[config.mk]
export PLATFORM = sky130hd
export DESIGN_NAME = uart_tx_arbiter
export DESIGN_NICKNAME = d
export VERILOG_FILES = /design/src/rtl/uart_tx_arbiter_pkg.sv /design/src/rtl/uart_tx_arbiter_rr_pick.sv /design/src/rtl/uart_tx_arbiter.sv
export SDC_FILE = /design/constraint.sdc
export NUM_CORES = 1
export LEC_CHECK = 0
export ABC_AREA = 1
export CAP_MARGIN = 25
export CORE_UTILIZATION = 47
export DETAILED_ROUTE_END_ITERATION = 16
export MAX_ROUTING_LAYER = met4
export PLACE_DENSITY = 0.81
export SLEW_MARGIN = 20
export SYNTH_ARGS = -nofsm -noshare
export SYNTH_HDL_FRONTEND = slang
export SYNTH_SLANG_ARGS = --single-unit
export TNS_END_PERCENT = 50
[constraint.sdc]
create_clock -name clk_i -period 3.3 [get_ports clk_i]
set_clock_uncertainty 0.15 [all_clocks]
set_input_delay 0.495 -clock clk_i [delete_from_list [all_inputs] [get_ports clk_i]]
set_output_delay 0.495 -clock clk_i [all_outputs]
set_load 0.03 [all_outputs]
[src/rtl/uart_tx_arbiter_pkg.sv]
// Shared constants for the UART transmit arbiter: byte width, FSM encoding
// and a helper that sizes saturating counters.
package uart_tx_arbiter_pkg;

  localparam int BYTE_W = 8;

  localparam logic [1:0] ST_IDLE  = 2'd0;
  localparam logic [1:0] ST_START = 2'd1;
  localparam logic [1:0] ST_WAIT  = 2'd2;
  localparam logic [1:0] ST_GAP   = 2'd3;

  // Width of a counter that must hold values 0..maxv; never narrower than
  // one bit, so a disabled feature (maxv = 0) still elaborates cleanly.
  function automatic int cnt_w(input int maxv);
    return (maxv > 0) ? $clog2(maxv + 1) : 1;
  endfunction

endpackage

[src/rtl/uart_tx_arbiter_rr_pick.sv]
// Round-robin pick: starting just above the last winner and wrapping,
// returns the one-hot of the first asserted request (all zero if none).
module rr_pick #(
  parameter int NREQ = 4,
  parameter int IW   = (NREQ > 1) ? $clog2(NREQ) : 1
) (
  input  logic [NREQ-1:0] req_i,
  input  logic [IW-1:0]   last_i,
  output logic [NREQ-1:0] gnt_o
);

  logic          found;
  logic [IW-1:0] idx;

  // Scan offsets 1..NREQ from last so that last itself is checked last.
  always_comb begin
    gnt_o = '0;
    found = 1'b0;
    idx   = '0;
    for (int off = 1; off <= NREQ; off++) begin
      idx = IW'((int'(last_i) + off) % NREQ);
      if (!found && req_i[idx]) begin
        gnt_o[idx] = 1'b1;
        found      = 1'b1;
      end
    end
  end

endmodule

[src/rtl/uart_tx_arbiter.sv]
// Arbitrates NREQ byte requesters onto a single 8N1 transmitter. A winner
// is chosen round-robin in IDLE, its byte is registered and a one-cycle
// start pulse issued; the FSM then waits for the frame-done pulse (with an
// optional timeout) and inserts GAP idle cycles before arbitrating again.
module uart_tx_arbiter
  import uart_tx_arbiter_pkg::*;
#(
  parameter int NREQ    = 4,
  parameter int GAP     = 16,
  parameter int TIMEOUT = 0
) (
  input  logic                     clk_i,
  input  logic                     rst_ni,
  input  logic [NREQ-1:0]          req_valid_i,
  input  logic [NREQ*BYTE_W-1:0]   req_data_i,
  output logic [NREQ-1:0]          req_ready_o,
  output logic [BYTE_W-1:0]        tx_byte_o,
  output logic                     tx_start_o,
  input  logic                     tx_done_i,
  output logic [NREQ-1:0]          grant_o,
  output logic                     busy_o,
  output logic                     err_timeout_o
);

  localparam int IW = (NREQ > 1) ? $clog2(NREQ) : 1;
  localparam int GW = cnt_w(GAP);
  localparam int TW = cnt_w(TIMEOUT);

  logic [1:0]        state_q, state_d;
  logic [IW-1:0]     last_q,  last_d;
  logic [BYTE_W-1:0] byte_q,  byte_d;
  logic [NREQ-1:0]   grant_q, grant_d;
  logic              start_q, start_d;
  logic              err_q,   err_d;
  logic [GW-1:0]     gcnt_q,  gcnt_d;
  logic [TW-1:0]     tcnt_q,  tcnt_d;

  logic [NREQ-1:0]   winner;
  logic [BYTE_W-1:0] win_byte;
  logic [IW-1:0]     win_idx;
  logic              handshake;
  logic              expire;
  logic              leave_wait;

  rr_pick #(
    .NREQ (NREQ),
    .IW   (IW)
  ) u_rr_pick (
    .req_i  (req_valid_i),
    .last_i (last_q),
    .gnt_o  (winner)
  );

  // Ready is offered only while idle; the winner is always a valid requester,
  // so any valid request in IDLE completes a transfer this cycle.
  always_comb begin
    req_ready_o = (state_q == ST_IDLE) ? winner : '0;
    handshake   = (state_q == ST_IDLE) && (|req_valid_i);
  end

  // Select the winner's byte and encode its index for the round-robin pointer.
  always_comb begin
    win_byte = '0;
    win_idx  = '0;
    for (int k = 0; k < NREQ; k++) begin
      if (winner[k]) begin
        win_byte = req_data_i[k*BYTE_W +: BYTE_W];
        win_idx  = IW'(k);
      end
    end
  end

  // Next-state logic; tx_done_i is only looked at in WAIT, where it beats
  // a timeout expiring in the same cycle.
  always_comb begin
    state_d    = state_q;
    last_d     = last_q;
    byte_d     = byte_q;
    grant_d    = grant_q;
    start_d    = 1'b0;
    err_d      = err_q;
    gcnt_d     = gcnt_q;
    tcnt_d     = tcnt_q;
    expire     = (TIMEOUT > 0) && (int'(tcnt_q) == TIMEOUT - 1);
    leave_wait = 1'b0;

    case (state_q)
      ST_IDLE: begin
        if (handshake) begin
          byte_d  = win_byte;
          grant_d = winner;
          last_d  = win_idx;
          start_d = 1'b1;
          state_d = ST_START;
        end
      end
      ST_START: begin
        tcnt_d  = '0;
        state_d = ST_WAIT;
      end
      ST_WAIT: begin
        if (tx_done_i) begin
          leave_wait = 1'b1;
        end else if (expire) begin
          err_d      = 1'b1;
          leave_wait = 1'b1;
        end else if (TIMEOUT > 0) begin
          tcnt_d = tcnt_q + TW'(1);
        end
        if (leave_wait) begin
          tcnt_d = '0;
          gcnt_d = '0;
          if (GAP == 0) begin
            grant_d = '0;
            state_d = ST_IDLE;
          end else begin
            state_d = ST_GAP;
          end
        end
      end
      ST_GAP: begin
        if (int'(gcnt_q) == GAP - 1) begin
          gcnt_d  = '0;
          grant_d = '0;
          state_d = ST_IDLE;
        end else begin
          gcnt_d = gcnt_q + GW'(1);
        end
      end
      default: begin
        state_d = ST_IDLE;
        grant_d = '0;
      end
    endcase
  end

  // State registers; reset leaves last at NREQ-1 so requester 0 wins first.
  always_ff @(posedge clk_i or negedge rst_ni) begin
    if (!rst_ni) begin
      state_q <= ST_IDLE;
      last_q  <= IW'(NREQ - 1);
      byte_q  <= '0;
      grant_q <= '0;
      start_q <= 1'b0;
      err_q   <= 1'b0;
      gcnt_q  <= '0;
      tcnt_q  <= '0;
    end else begin
      state_q <= state_d;
      last_q  <= last_d;
      byte_q  <= byte_d;
      grant_q <= grant_d;
      start_q <= start_d;
      err_q   <= err_d;
      gcnt_q  <= gcnt_d;
      tcnt_q  <= tcnt_d;
    end
  end

  // Outputs are straight from registers or a state decode.
  always_comb begin
    tx_byte_o     = byte_q;
    tx_start_o    = start_q;
    grant_o       = grant_q;
    busy_o        = (state_q != ST_IDLE);
    err_timeout_o = err_q;
  end

endmodule
After elaboration in Yosys (flattened, before gate mapping)
Cells that the tools add are included.

$add $sub $neg: 5. $lt $le $gt $ge: 8. Equality and inequality tests: 7. Multiplexer cells: 45. Bitwise operators: 3. Reductions and logical operators: 20.

Operators with widths (number): $mux W8 (4); $mux W4 (7); $mux W1 (16); $lt A2 B3 Y1 const B (4); $or A4 B4 Y4 (3); $mux W2 (5); $mux W5 (2); $pmux W5 S2 (1); $bmux W1 S2 (4); $demux W1 S2 (4); $ge A2 B1 Y1 const B (4); $logic_and A1 B1 Y1 (8); $pmux W2 S4 (1); $pmux W4 S2 (1); $ne A2 B2 Y1 const B (3); $reduce_and A3 Y1 (2); $reduce_bool A2 Y1 (3); $add A5 B1 Y5 const B (1); $eq A5 B5 Y1 const B (1); $add A2 B1 Y2 const B (2); $add A2 B2 Y2 const B (2); $eq A2 B2 Y1 const B (2); $reduce_and A2 Y1 (2); $reduce_or A4 Y1 (1); 3 further kinds (5).

Register bits after elaboration: 22. Input bits: 39.

Logic depth before layout (Yosys ltp)
Depth in word-level cells: 17. Mapped depth: 16. Gate-level depth less buffers: 14.

Modules after synthesis
From an unflattened synthesis, not the netlist that was laid out.

Cell total of the unflattened synthesis: 302. Area total of the unflattened synthesis: 1939.4 µm².

Modules (own cells, without submodules): uart_tx_arbiter (times used 1, cells an instance 227, area an instance 1517.7 µm²); rr_pick (times used 1, cells an instance 75, area an instance 421.7 µm²).

Worst setup path before layout
Ideal clock, no wire load.

Path type: register to output. From: register last_q[0]. To: output port req_ready_o[3]. Arrival: 2.355 ns. Slack: 0.300 ns. Stages on the path, launching flop included: 14. Path buffers: 2. Path through: dfstp_2 -> buf_6 -> inv_4 -> ha_1 -> inv_1 -> nand3_4 -> nand2_4 -> nand2_4 -> nor2_4 -> nand2_1 -> nand2_2 -> buf_6 -> inv_2 -> nor2_1.

Cells in the longest elaborated chain, start to end: 14. Elaborated cells on any way between the ends: 49. Classes of those cells: add/sub: 4; order compare: 8; mux: 24; bitwise: 3; reduce/logical: 10.

RTL lines: start, declared (RTL line uart_tx_arbiter.sv:30) `logic [IW-1:0] last_q, last_d;`; start signal, assigned (RTL line uart_tx_arbiter.sv:141) `last_q <= IW'(NREQ - 1);`; start signal, assigned (RTL line uart_tx_arbiter.sv:150) `last_q <= last_d;`; branches (longest 12 deep; another with $lt A2 B3 Y1); $mux W4 (*) (RTL line uart_tx_arbiter_rr_pick.sv:22) `if (!found && req_i[idx]) begin`; $mux W4 (*) (RTL line uart_tx_arbiter.sv:57) `req_ready_o = (state_q == ST_IDLE) ? winner : '0;`; end, declared (RTL line uart_tx_arbiter.sv:16) `output logic [NREQ-1:0] req_ready_o,`.

Every way passes the cells marked *. The select of a mux whose other input is x is not followed.

Final worst setup path
From: register last_q[0]. To: output port req_ready_o[0].

Same word-level chain as after synthesis.

==> out/qor.csv <==
metric;value;unit
clock sink total;22;
Initial DRT Pass Iterations;4;
CP Max Fanout;6;
max-slew violations;0;
f_max;323;MHz
Worst-path clk slew;0.08;ns
clock buffer depth;2;
first-pass GRT wire length;7550;microns
Syn Inst Count;261;
largest net degree at the start of global routing;23;
number of global-route vias before repair;1662;
Post-DP HPWL;3610;microns
vias per cell;5.09;
number of DRC markers in iteration 0;115;
Final period util;93.9;%
Post-CTS Setup Bufs;0;
number of flops mapped to enable cells by yosys;0;
H-tree level count;1;
port buffer count;56;
number of gates resized after CTS;1;
core area;3660;sq um
Final TNS setup;0;ns
WS Path Type;reg2out;
crit path cell chain;inv_4, ha_1, inv_1, nand3_4, nand2_4, nand2_4, nor2_1, nand2_1, nand2_1, nor2_2, nor2_1, dlygate4sd2_1;
Syn Area/Cell;6.91;sq um
TritonCTS clock tree;built;
CP delay by family, top;simple AND/OR/NAND/NOR gates;
critical path required time;2.65;ns
fin crit period;3.10;ns
fin cells;371;
Synth warnings;0;
CP max stage cell;dfstp_2;
crit-path max cell delay;0.56;ns
Peak VDD IR;0.533;mV
crit start category;flop;
Netlist Area Pre-Place;1800;sq um
RSZ-0062 raised after global routing;false;
Inserted Clock Buffers;3;
Bufs and invs on worst path;3;
Layout area overhead;37.3;%
arrival time at the worst endpoint;2.45;ns
hold_buf cts;0;
antenna violations before repair;0;
ANT cells;0;
die width;64.0;microns
Post-Route WL;4600;microns
Clock Root Buffer;clkbuf_8;
GP Congestion;0.954;
Critical Path Sink Type;output port;
Wirelength per Cell;12.4;microns
endpoints failing hold;0;
Final nets;375;
GRT Overall Usage;24.1;%
Seq/Total Area, Yosys;30.7;%
Antenna Violating Nets Remaining;0;
Max-cap violations;0;
Initial Util;49.3;%
status;finished clean;
Pwr Density;1080;nW/um^2
Synthesized Nets;312;
number of synthesized register bits;22;
Post-Place Cells;367;
grt ovf;0;
DRC Markers;0;
# rows;22;
FFs w/ async S/R, synth;100;%
slew margin rel.;65.7;%
vias;1890;
share of cells above drive strength 1;13.6;%
Leak Pwr;1.18;nW
DIE HEIGHT;64.0;microns
I/O pins;58;
Worst-Margin Slew;0.515;ns
Worst Hold Class;in2async;
Netlist cell types;28;
final-report setup violation count;0;
flop-to-flop setup slack;0.72;ns
DIE AREA;4090;sq um
Main synth FF type;dfrtp_1;
clock latency on the worst-skew pair;0.26;ns
Yosys cell counts (2+ instances only):
cell     number  area, sq um
a21oi_1      17         85.1
a21oi_2       7         61.3
buf_4         2         15.0
buf_6         2         22.5
dfrtp_1      20          500
dfstp_2       2         52.6
ha_1         12          150
inv_1        20         75.1
inv_2         3         11.3
nand2_1      77          289
nand2_2       5         31.3
nand2_4       3         33.8
nand3_1      33          165
nand3_4       2         35.0
nor2_1       29          109
nor2_2        2         12.5
nor2_4        3         33.8
nor3_1        3         15.0
o21ai_0       7         35.0
o22ai_1       4         25.0
worst paths after layout:
path | from | endpoint | cells past startpoint
worst max-delay path | last_q[0] | req_ready_o[0] | 12
worst min-delay path | rst_ni | gcnt_q[1] | 1
worst max register to register | last_q[0] | tx_byte_o[7] | 13
worst min register to register | gcnt_q[0] | gcnt_q[0] | 1
max in group asynchronous | rst_ni | last_q[1] | 1
min in group clk_i | gcnt_q[0] | gcnt_q[0] | 1
layer usage:
metal  up-vias  part of all wire [%]  track usage, %
met5         -                     0               -
met4         0                   2.3            9.09
met3        12                   4.2            3.04
met2        51                    45            35.2
met1       861                    48            33.6
li1        966                     -               -
logic make-up after synthesis:
| kind of cell | share of synthesized area (%) |
|---|---|
| other | 0.208 |
| AO/OA/AOI/OAI | 12.1 |
| AND/OR/NAND/NOR | 41.1 |
| buffers and inverters | 7.63 |
| flip-flops | 30.7 |
| adder cells (fa/ha/maj) | 8.32 |
cell usage in the layout (no fill, tap or decap), drive strengths merged:
cell type	synthesis	final
a21oi	24	24
dfstp	2	2
clkdlybuf4s50	0	51
ha	12	12
clkinv	1	1
dfrtp	20	20
o22ai	4	4
nand3	36	36
dlygate4sd2	0	1
buf	5	11
nor2	34	34
conb	1	1
a211oi	1	1
inv	24	24
clkbuf	0	4
nor3	3	3
and3	1	1
o21ai	8	8
nand2	85	85
per-stage QoR:
stage	cell area (sq um)	power [mW]	hold WS (ns)	utilization, %	setup slack [ns]
2_1_floorplan	1800	1.92	0.0494	-	0.300
3_3_place_gp	2430	2.44	0.331	66.3	0.187
3_5_place_dp	2430	2.47	0.338	66.3	0.182
4_1_cts	2480	2.67	0.349	67.8	0.195
5_1_grt	2480	2.92	0.0653	67.7	0.0352
6_report	2480	2.67	0.0418	67.7	0.200
where the power goes:
part | switching, mW | internal (mW) | total (mW)
logic | 1.32 | 0.709 | 2.03
registers | 0.0604 | 0.390 | 0.450
clock network | 0.0861 | 0.106 | 0.192
total | 1.46 | 1.21 | 2.67
final cells by class:
type	instances	area, sq um
fill	321	1180
clock buffer	4	55.1
inverter	25	96.3
tap	48	60.1
multi-input combinational	209	1110
timing repair buffer	63	599
sequential	22	553
sequential cells by signal, indices dropped and copies added (netlist names):
signal      cells
tx_start_o      1
tx_byte_o       8
state_q         2
gcnt_q          5
grant_o         4
last_q          2
No activity file was read; power rests on OpenSTA's default activity.
